==> src/rtl/sm83_irq_ctl_if.sv <==
// Core-side register bus between the sm83 core and its interrupt controller.
// The core is the master: it drives the address, write data and strobes.
// The controller is the slave: it returns read data and an output enable.
interface sm83_irq_ctl_if;
  logic [15:0] adr;
  logic [7:0]  din;
  logic [7:0]  dout;
  logic        dout_oe;
  logic        p_rd;
  logic        p_wr;

  modport master (
    output adr, din, p_rd, p_wr,
    input  dout, dout_oe
  );

  modport slave (
    input  adr, din, p_rd, p_wr,
    output dout, dout_oe
  );
endinterface

==> src/rtl/sm83_irq_ctl.sv <==
// sm83 interrupt controller.
// Rising edges on peripheral source lines set bits in the interrupt-flag
// register IF. IF is masked with the interrupt-enable register IE to form
// the registered irq vector. The core acknowledges through iack. IF and IE
// are memory mapped on the core bus. Writes are captured while the strobe
// is high and committed on the cycle after it falls, because din is only
// guaranteed stable during the strobe.
module sm83_irq_ctl #(
  parameter int unsigned          NUM_IRQS  = 8,
  parameter logic [NUM_IRQS-1:0]  IMPL_MASK = 8'h1F,
  parameter logic [15:0]          IF_ADR    = 16'hFF0F,
  parameter logic [15:0]          IE_ADR    = 16'hFFFF
) (
  input  logic                clk,
  input  logic                n_reset,
  sm83_irq_ctl_if.slave       bus,
  input  logic [NUM_IRQS-1:0] src,
  output logic [NUM_IRQS-1:0] irq,
  input  logic [NUM_IRQS-1:0] iack,
  output logic                irq_any
);

  typedef enum logic [1:0] {
    SEL_NONE = 2'd0,
    SEL_IF   = 2'd1,
    SEL_IE   = 2'd2
  } sel_e;

  logic [NUM_IRQS-1:0] src_q;
  logic [NUM_IRQS-1:0] if_q, if_d;
  logic [NUM_IRQS-1:0] ie_q, ie_d;
  logic [NUM_IRQS-1:0] irq_q;
  logic [NUM_IRQS-1:0] rise;
  logic [NUM_IRQS-1:0] wr_if_val;
  logic [7:0]          wr_buf_q, wr_buf_d;
  sel_e                wr_sel_q, wr_sel_d;
  logic                p_wr_q;
  logic                hit_if, hit_ie;
  logic                commit;

  assign hit_if    = (bus.adr == IF_ADR);
  assign hit_ie    = (bus.adr == IE_ADR);
  assign commit    = p_wr_q & ~bus.p_wr;
  assign rise      = src & ~src_q & IMPL_MASK;
  assign wr_if_val = NUM_IRQS'(wr_buf_q) & IMPL_MASK;

  // Write capture, commit decode and IF/IE next-state (edge beats write beats iack).
  always_comb begin
    wr_buf_d = wr_buf_q;
    wr_sel_d = wr_sel_q;
    ie_d     = ie_q;
    if_d     = if_q;

    // The last matching address seen during the strobe wins.
    if (bus.p_wr && hit_if) begin
      wr_buf_d = bus.din;
      wr_sel_d = SEL_IF;
    end else if (bus.p_wr && hit_ie) begin
      wr_buf_d = bus.din;
      wr_sel_d = SEL_IE;
    end else if (commit) begin
      // Clearing the selection here stops a later strobe that never hits
      // IF or IE from replaying this write.
      wr_sel_d = SEL_NONE;
    end

    if (commit && (wr_sel_q == SEL_IE)) begin
      ie_d = NUM_IRQS'(wr_buf_q);
    end

    for (int i = 0; i < int'(NUM_IRQS); i++) begin
      if (rise[i]) begin
        if_d[i] = 1'b1;
      end else if (commit && (wr_sel_q == SEL_IF)) begin
        if_d[i] = wr_if_val[i];
      end else if (iack[i]) begin
        if_d[i] = 1'b0;
      end
    end
  end

  // State registers; irq is registered from next-state IF and IE.
  always_ff @(posedge clk or negedge n_reset) begin
    if (!n_reset) begin
      src_q    <= '0;
      if_q     <= '0;
      ie_q     <= '0;
      irq_q    <= '0;
      wr_buf_q <= '0;
      wr_sel_q <= SEL_NONE;
      p_wr_q   <= 1'b0;
    end else begin
      src_q    <= src;
      if_q     <= if_d;
      ie_q     <= ie_d;
      irq_q    <= if_d & ie_d & IMPL_MASK;
      wr_buf_q <= wr_buf_d;
      wr_sel_q <= wr_sel_d;
      p_wr_q   <= bus.p_wr;
    end
  end

  // Side-effect-free register read. Unimplemented IF bits read as 1.
  // The read is blanked while reset is asserted.
  always_comb begin
    bus.dout_oe = 1'b0;
    bus.dout    = '0;
    if (n_reset && bus.p_rd) begin
      if (hit_if) begin
        bus.dout_oe = 1'b1;
        bus.dout    = 8'(if_q | ~IMPL_MASK);
      end else if (hit_ie) begin
        bus.dout_oe = 1'b1;
        bus.dout    = 8'(ie_q);
      end
    end
  end

  assign irq     = irq_q;
  assign irq_any = |irq_q;

endmodule

==> src/flat_wrapper.sv <==
// flat-port wrapper written by rule: the top's interface ports become plain ports
module sm83_irq_ctl_flat 
#(
  parameter int unsigned          NUM_IRQS  = 8,
  parameter logic [NUM_IRQS-1:0]  IMPL_MASK = 8'h1F,
  parameter logic [15:0]          IF_ADR    = 16'hFF0F,
  parameter logic [15:0]          IE_ADR    = 16'hFFFF
)
  (clk, n_reset, src, irq, iack, irq_any, bus_adr, bus_din, bus_p_rd, bus_p_wr, bus_dout, bus_dout_oe);
  sm83_irq_ctl_if bus_i ();
  input  logic clk;
  input  logic n_reset;
  input  logic [NUM_IRQS-1:0] src;
  output logic [NUM_IRQS-1:0] irq;
  input  logic [NUM_IRQS-1:0] iack;
  output logic irq_any;
  input wire logic [$bits(bus_i.adr)-1:0] bus_adr;
  input wire logic [$bits(bus_i.din)-1:0] bus_din;
  input wire logic [$bits(bus_i.p_rd)-1:0] bus_p_rd;
  input wire logic [$bits(bus_i.p_wr)-1:0] bus_p_wr;
  output wire logic [$bits(bus_i.dout)-1:0] bus_dout;
  output wire logic [$bits(bus_i.dout_oe)-1:0] bus_dout_oe;
  assign bus_i.adr = bus_adr;
  assign bus_i.din = bus_din;
  assign bus_i.p_rd = bus_p_rd;
  assign bus_i.p_wr = bus_p_wr;
  assign bus_dout = bus_i.dout;
  assign bus_dout_oe = bus_i.dout_oe;
  sm83_irq_ctl #(.NUM_IRQS(NUM_IRQS), .IMPL_MASK(IMPL_MASK), .IF_ADR(IF_ADR), .IE_ADR(IE_ADR)) u_core (.clk(clk), .n_reset(n_reset), .bus(bus_i), .src(src), .irq(irq), .iack(iack), .irq_any(irq_any));
endmodule
==> config.mk <==
export PLATFORM = sky130hd
export DESIGN_NAME = sm83_irq_ctl_flat
export DESIGN_NICKNAME = d
export VERILOG_FILES = /design/src/rtl/sm83_irq_ctl_if.sv /design/src/rtl/sm83_irq_ctl.sv /design/src/flat_wrapper.sv
export SDC_FILE = /design/constraint.sdc
export NUM_CORES = 1
export LEC_CHECK = 0
export ABC_AREA = 1
export CORE_MARGIN = 2
export CORE_UTILIZATION = 43
export DETAILED_ROUTE_END_ITERATION = 10
export PLACE_DENSITY = 0.79
export SLEW_MARGIN = 0
export SYNTH_ARGS = -nofsm -noshare
export SYNTH_HDL_FRONTEND = slang
export SYNTH_SLANG_ARGS = --single-unit
==> constraint.sdc <==
create_clock -name clk -period 1.3 [get_ports clk]
set_input_delay 0.13 -clock clk [delete_from_list [all_inputs] [get_ports clk]]
set_output_delay 0.13 -clock clk [all_outputs]
set_load 0.1 [all_outputs]
# After elaboration in Yosys (flattened, before gate mapping)
# Index checks and enable logic that the tools add are counted.
dict set report word_totals {
  regBits 37
  in_bits 44
  output_inout_bits 18
  word_cells 57
}
dict set report op_classes {
  n_eq_ne 4
  mux 33
  bitwise 5
  reduce_logical 8
}
# cell count
set op_table {}
lappend op_table {{two-way mux 8 bit} 6}
lappend op_table {{equality test 16 bit (second input constant)} 2}
lappend op_table {{two-way mux 1 bit} 24}
lappend op_table {{AND 5 bit} 2}
lappend op_table {{two-way mux 2 bit} 3}
lappend op_table {{logical AND 1 bit} 5}
lappend op_table {{NOT 5 bit} 1}
lappend op_table {{OR reduction 5 bit} 1}
lappend op_table {{nonzero test 3 bit} 1}
lappend op_table {{equality test 2 x 1 -> 1 bit (second input constant)} 1}
lappend op_table {{equality test 2 bit (second input constant)} 1}
lappend op_table {{nonzero test 2 bit} 1}
lappend op_table {{AND 1 bit} 1}
lappend op_table {{NOT 1 bit} 1}

# Depth between registers and ports, before layout
# Gate-level depths: netlist of the first run.
dict set report logic_depth {
  word_depth 6
  mapped_depth 9
}

# Worst setup path after synthesis of the first run
# No wires, ideal clock.
dict set report synth_timing {
  kind {input to output}
  from {in bus_adr[0]}
  to {out bus_dout[0]}
  arrival_ns 2.192
  required_time_ns 1.170
  setup_slack_ns -1.022
  stages 6
  path_buffers 0
  cell_sequence {nand2_1 -> nor2_2 -> nand3_2 -> nor2_4 -> nand2_1 -> a21oi_1}
}
dict set report synth_via {
  elab_chain_len 4
}
# element line
set synth_lines {}
lappend synth_lines {{from (decl)} flat_wrapper.sv:17} ;# input wire logic [$bits(bus_i.adr)-1:0] bus_adr;
lappend synth_lines {{equality test 16 bit} sm83_irq_ctl.sv:42} ;# assign hit_ie = (bus.adr == IE_ADR);
lappend synth_lines {{two-way mux 8 bit} sm83_irq_ctl.sv:112} ;# end else if (hit_ie) begin
lappend synth_lines {{two-way mux 8 bit (*)} sm83_irq_ctl.sv:109} ;# if (hit_if) begin
lappend synth_lines {{two-way mux 8 bit (*)} sm83_irq_ctl.sv:108} ;# if (n_reset && bus.p_rd) begin
lappend synth_lines {{to (decl)} flat_wrapper.sv:21} ;# output wire logic [$bits(bus_i.dout)-1:0] bus_dout;
# Mark *: on every way between the ends. The rest lies on a longest branch, timed or not.

# Worst setup path in the final report of the first run
dict set report layout_timing {
  from {in bus_adr[14]}
  to {out bus_dout[2]}
}
# The elaborated chain is that of the path after synthesis.

==> results of run 1 <==
==> layer usage <==
metal | up-vias | part of all wire, % | global-route usage [%]
met4 | 0 | 1.8 | 7.292
met1 | 699 | 40 | 28.18
li1 | 718 | - | -
met5 | - | 0 | 0
met3 | 8 | 5.6 | 6.678
met2 | 49 | 53 | 40.34
==> worst paths after layout <==
kind	start	endpoint	cells after the start
worst max register to register	u_core.wr_sel_q[1]	u_core.ie_q[6]	4
min in group clk	src[1]	u_core.src_q[1]	1
worst min register to register	u_core.src_q[1]	u_core.if_q[1]	1
worst max-delay path	bus_adr[14]	bus_dout[2]	8
max in group asynchronous	n_reset	u_core.p_wr_q	3
worst min-delay path	n_reset	u_core.src_q[4]	2
==> worst max-delay path, cell delays in order <==
cell and delay (ns):
buf_6 0.07, nand2_4 0.05, nor2_4 0.13, nand2_4 0.10
nor2_4 0.24, nand3_2 0.15, a21oi_4 0.18, buf_12 0.18
==> sequential cells by signal, summed over array words and instances (netlist names) <==
signal / cells
u_core.ie_q: 8
u_core.if_q: 5
u_core.irq: 5
u_core.p_wr_q: 1
u_core.src_q: 5
u_core.wr_buf_q: 8
u_core.wr_sel_q: 2
==> power breakdown <==
| part | total, W | internal, W | switching, W |
|---|---|---|---|
| combinational | 0.000308 | 0.000155 | 0.000153 |
| sequential | 0.00110 | 0.00108 | 0.0000204 |
| clock | 0.000747 | 0.000371 | 0.000376 |
| total | 0.00216 | 0.00161 | 0.000549 |
==> cell families (layout without fill, tap and decap cells) <==
logic type      Yosys count  in the layout  synth area share, %
simple gates            107            107                32.68
flops                    34             34                52.92
buf+inv                  23             98                6.381
compound gates           13             13                6.381
mux                       2              2                1.401
other cells               1              3               0.2332
==> layout by cell type, fill, tap and decap left out, drive strengths merged <==
cell | synthesis | routed
conb | 1 | 3
nand3b | 5 | 5
nand2 | 67 | 67
o211ai | 5 | 5
buf | 3 | 49
dlygate4sd2 | 0 | 2
inv | 20 | 19
a21oi | 6 | 6
o21ai | 2 | 2
dfrtp | 34 | 34
nand4 | 2 | 2
nor2 | 18 | 18
clkbuf | 0 | 6
clkdlybuf4s50 | 0 | 19
clkinvlp | 0 | 1
clkinv | 0 | 2
nor3 | 1 | 1
nand3 | 14 | 14
mux2 | 2 | 2
==> cell type report <==
class / count / area share [%]
Multi-Input combinational cell: 125 / 32.91
Clock buffer: 6 / 2.528
Tap cell: 48 / 2.092
Inverter: 20 / 2.921
Timing Repair Buffer: 70 / 29.34
Sequential cell: 34 / 29.86
Clock inverter: 2 / 0.3487
==> stage by stage <==
stage	hold WS (ns)	setup WS, ns	cell area (um2)	util [%]
2_1_floorplan	-0.1656	-0.1598	1809	-
4_1_cts	0.008105	-0.04871	2809	77.31
3_5_place_dp	0.4621	-0.6002	2620	72.11
3_3_place_gp	0.4505	-0.5773	2620	72.11
6_report	0.02062	-0.08064	2870	78.99
5_1_grt	0.04896	-0.1435	2870	78.99
==> timing repair <==
item	CTS	global route
endpoints found under the setup margin	20	10
gates resized for setup	89	11
cloned	0	0
hold buffers	0	0
setup buffers	5	1
endpoints found under the hold margin	0	0
pin swaps	29	9
==> flow_summary.yaml, run 1 <==
clock_network:
  cts_sinks: 34
  cts.clk_slew.worst_paths_ns: 0.07
  cts_tree: "done"
  cts.htree.levels: 2
  clk_path_buf_depth: 2
  cts_buffers: 5
  root_buffer: "clkbuf_8"
  clk_latency_ns: 0.29
layout:
  synthToLayoutAreaGrowth_pct: 78.52
  final_cells: 305
  drive_above_1_share_pct: 45.53
  nFillCells: 224
  register_area_um2: 857.1
  multi_input_area_um2: 944.7
  diodes: 0
  num-nets-final: 300
pwr:
  power_w: 0.002156
  power_density_nw_per_um2: 751.2
  p_leak_nw: 1.386
  ir_drop_mv: 0.5838
route:
  ant_nets: 0
  routed_wl_um: 4413
  drc_errors: 0
  wire_per_inst_um: 14.47
  vias: 1474
  routed_via_density: 4.833
  firstDrtPassIters: 4
  drt-initial-drc-count: 41
global_routing:
  grt_max_degree: 21
  antenna_found_initial: 0
  overflow: 0
  grt_use_total_pct: 23.29
  grt_first_pass_wirelength_um: 7189
  grt_pass1_vias: 1525
worst_setup_path:
  path_max_fanout: 6
  endpoint_kind: "primary output"
  reg2reg_slack_ns: 0.10
  crit_required_ns: 1.17
  criticalPathCategory: "in -> out"
  crit_path_start_kind: "input port"
  cp.arrival_ns: 1.25
run_status:
  violations: "negative setup slack"
  status: "finished with violations"
synth:
  synthArstFlopShare_pct: 100.0
  synth_edf_count: 0
  yosysWarnings: 0
  yosysSeqAreaShare_pct: 52.92
  synth_area_leader_cell: "dfrtp_1"
  synth.distinct_cells: 23
  avgSynthCellArea_um2: 8.932
  yosysTopAreaCellShare_pct: 52.92
  synth_area_leaders: "dfrtp_1, nand2_1, inv_1"
  yosysMostFrequentCell: "nand2_1"
  yosys_register_bits: 34
  synthFlopType: "dfrtp_1"
  syn_inst: 180
  yosys-top-cells-count: "nand2_1, dfrtp_1, inv_1"
  syn_area_um2: 1608
sta:
  setup_viol: 9
  hold_viol: 0
  worst_slack_ns: -0.08064
  fin_skew_ns: 0.009314
  rsz0062_at_grt: "true"
  slew_viol_final: 0
  max_freq_mhz: 724.3
  fin_crit_ns: 1.381
  finalSetupTns_ns: -0.4994
  finalCritPeriodShare_pct: 106.2
die:
  die_area_um2: 4244
  rows: 22
  coreArea_um2: 3633
  start_util_pct: 44.25
  fp.dieW_um: 65.15
  dieHeight_um: 65.15
  num_io_pins: 62
placed_design:
  io_buffers: 52
  dp.cells: 291
  hpwl_um: 3084
  gp_congestion: 0.7411
run:
  maxCapViolations: 0
worst_hold_path:
  holdCritPathClass: "in -> async"
Note: power is estimated with default switching activity, not from simulation.
==> run 2, diff against run 1 <==
SETUP_SLACK_MARGIN = 0.4   (was unset)
==> flow_summary.yaml, run 2 (synthesis gave the netlist of run 1 again) <==
run_status:
  status: "finished with violations"
  violations: "negative setup slack"
clock_network:
  ctsHoldBuffers: 0
  clk_latency_ns: 0.29
  cts.htree.levels: 2
  cts_sinks: 34
  clk_path_buf_depth: 2
  cts.clk_slew.worst_paths_ns: 0.07
  root_buffer: "clkbuf_8"
  cts_buffers: 5
  cts_tree: "done"
die:
  die_area_um2: 4244
  num_io_pins: 62
  fp.dieW_um: 65.15
  dieHeight_um: 65.15
  coreArea_um2: 3633
  start_util_pct: 44.25
  rows: 22
worst_setup_path:
  r2r_cells: 7
  crit_path_start_kind: "input port"
  endpoint_kind: "primary output"
  reg2reg_from: "u_core.p_wr_q"
  criticalPathCategory: "in -> out"
  cp.arrival_ns: 1.32
  timing.rr.end: "u_core.irq[4]"
  reg2reg_slack_ns: 0.03
  path_max_fanout: 6
  crit_required_ns: 1.17
worst_hold_path:
  holdCritPathClass: "in -> async"
global_routing:
  grt_max_degree: 21
  overflow: 0
  grt_use_total_pct: 24.75
  grt_first_pass_wirelength_um: 7638
  grt_pass1_vias: 1566
  antenna_found_initial: 0
route:
  ant_nets: 0
  routed_via_density: 5.128
  drt-initial-drc-count: 66
  wire_per_inst_um: 18.05
  wl_met3_um: 321
  drc_errors: 0
  firstDrtPassIters: 4
  wl_met1_um: 2124
  wl_met2_um: 3051
  vias: 1600
  top_layer: "met4"
  routed_wl_um: 5632
pwr:
  power_density_nw_per_um2: 706.9
  p_leak_nw: 1.453
  power_w: 0.002234
  ir_drop_mv: 0.6973
sta:
  slew_viol_final: 0
  setup_viol: 10
  fin_skew_ns: 0.008245
  hold_viol: 0
  finalCritPeriodShare_pct: 111.8
  rsz0062_at_grt: "true"
  max_freq_mhz: 688.1
  finalSetupTns_ns: -0.9139
  fin_crit_ns: 1.453
  worst_slack_ns: -0.1533
run:
  maxCapViolations: 0
layout:
  largest_registers: "u_core.ie_q (8), u_core.wr_buf_q (8)"
  diodes: 0
  layout_commonest_cell: "dfrtp_1"
  num-nets-final: 307
  fin_util_pct: 86.98
  multi_input_area_um2: 1157
  drive_above_1_share_pct: 61.36
  register_area_um2: 863.3
  nFillCells: 154
  design_area_um2: 3161
  layout_common_cells: "dfrtp_1, nand2_4, nand2_1"
  synthToLayoutAreaGrowth_pct: 96.58
placed_design:
  hpwl_um: 2996
  io_buffers: 52
  place_area_um2: 2634
  gp_congestion: 0.7808
==> run 2: through the flow <==
stage                     setup slack (ns)  cells  hold slack (ns)
after floorplan                    -0.1598    182          -0.1656
after global placement             -0.5805    290           0.4472
after detailed placement           -0.6349    290           0.4566
after CTS                         -0.08076    309         0.008661
after global routing               -0.1918    312          0.03217
final                              -0.1533    312          0.01413
==> run 2: routing by layer <==
metal | GRT usage [%] | vias to the layer above
met1 | 31.48 | 784
met5 | 0 | -
met2 | 40.34 | 69
met4 | 9.896 | 0
met3 | 6.678 | 15
li1 | - | 732
==> run 2: worst max path at each step <==
| stage | slack (ns) | endpoint | cells past startpoint | from |
|---|---|---|---|---|
| after detailed placement | -0.63 | bus_dout[1] | 8 | bus_adr[3] |
| after global placement | -0.58 | bus_dout[1] | 8 | bus_adr[3] |
| after CTS | -0.08 | irq_any | 3 | u_core.irq[3] |
| final | -0.15 | bus_dout[2] | 8 | bus_adr[12] |
| after floorplan | -0.16 | bus_dout[0] | 6 | bus_adr[3] |
| after global routing | -0.19 | bus_dout[1] | 8 | bus_adr[12] |
==> run 2: timing repair <==
| item | CTS | global route |
|---|---|---|
| cloned | 0 | 1 |
| resized for setup | 114 | 47 |
| endpoints found under the hold margin | 0 | 0 |
| pin swaps | 42 | 28 |
| setup buffers | 11 | 2 |
| endpoints found under the setup margin | 43 | 43 |
==> run 2: report_power, final <==
part           switching (W)  internal, W
logic               0.000167     0.000155
registers          0.0000219      0.00108
clock network       0.000381     0.000427
total               0.000571      0.00166
==> run 2: worst max-delay path, cell delays in order <==
cell and delay (ns):
buf_2 0.09, nand2_2 0.06, nor2_4 0.14, nand2_4 0.10, nor2_4 0.26, nand3_2 0.16
a21oi_4 0.19, buf_12 0.18
==> run 2: layout make-up <==
type	instances	share of cell area [%]
Clock buffer	7	2.732
Clock inverter	1	0.1584
Inverter	20	3.048
Multi-Input combinational cell	126	36.62
Sequential cell	34	27.32
Tap cell	48	1.900
Timing Repair Buffer	76	28.23
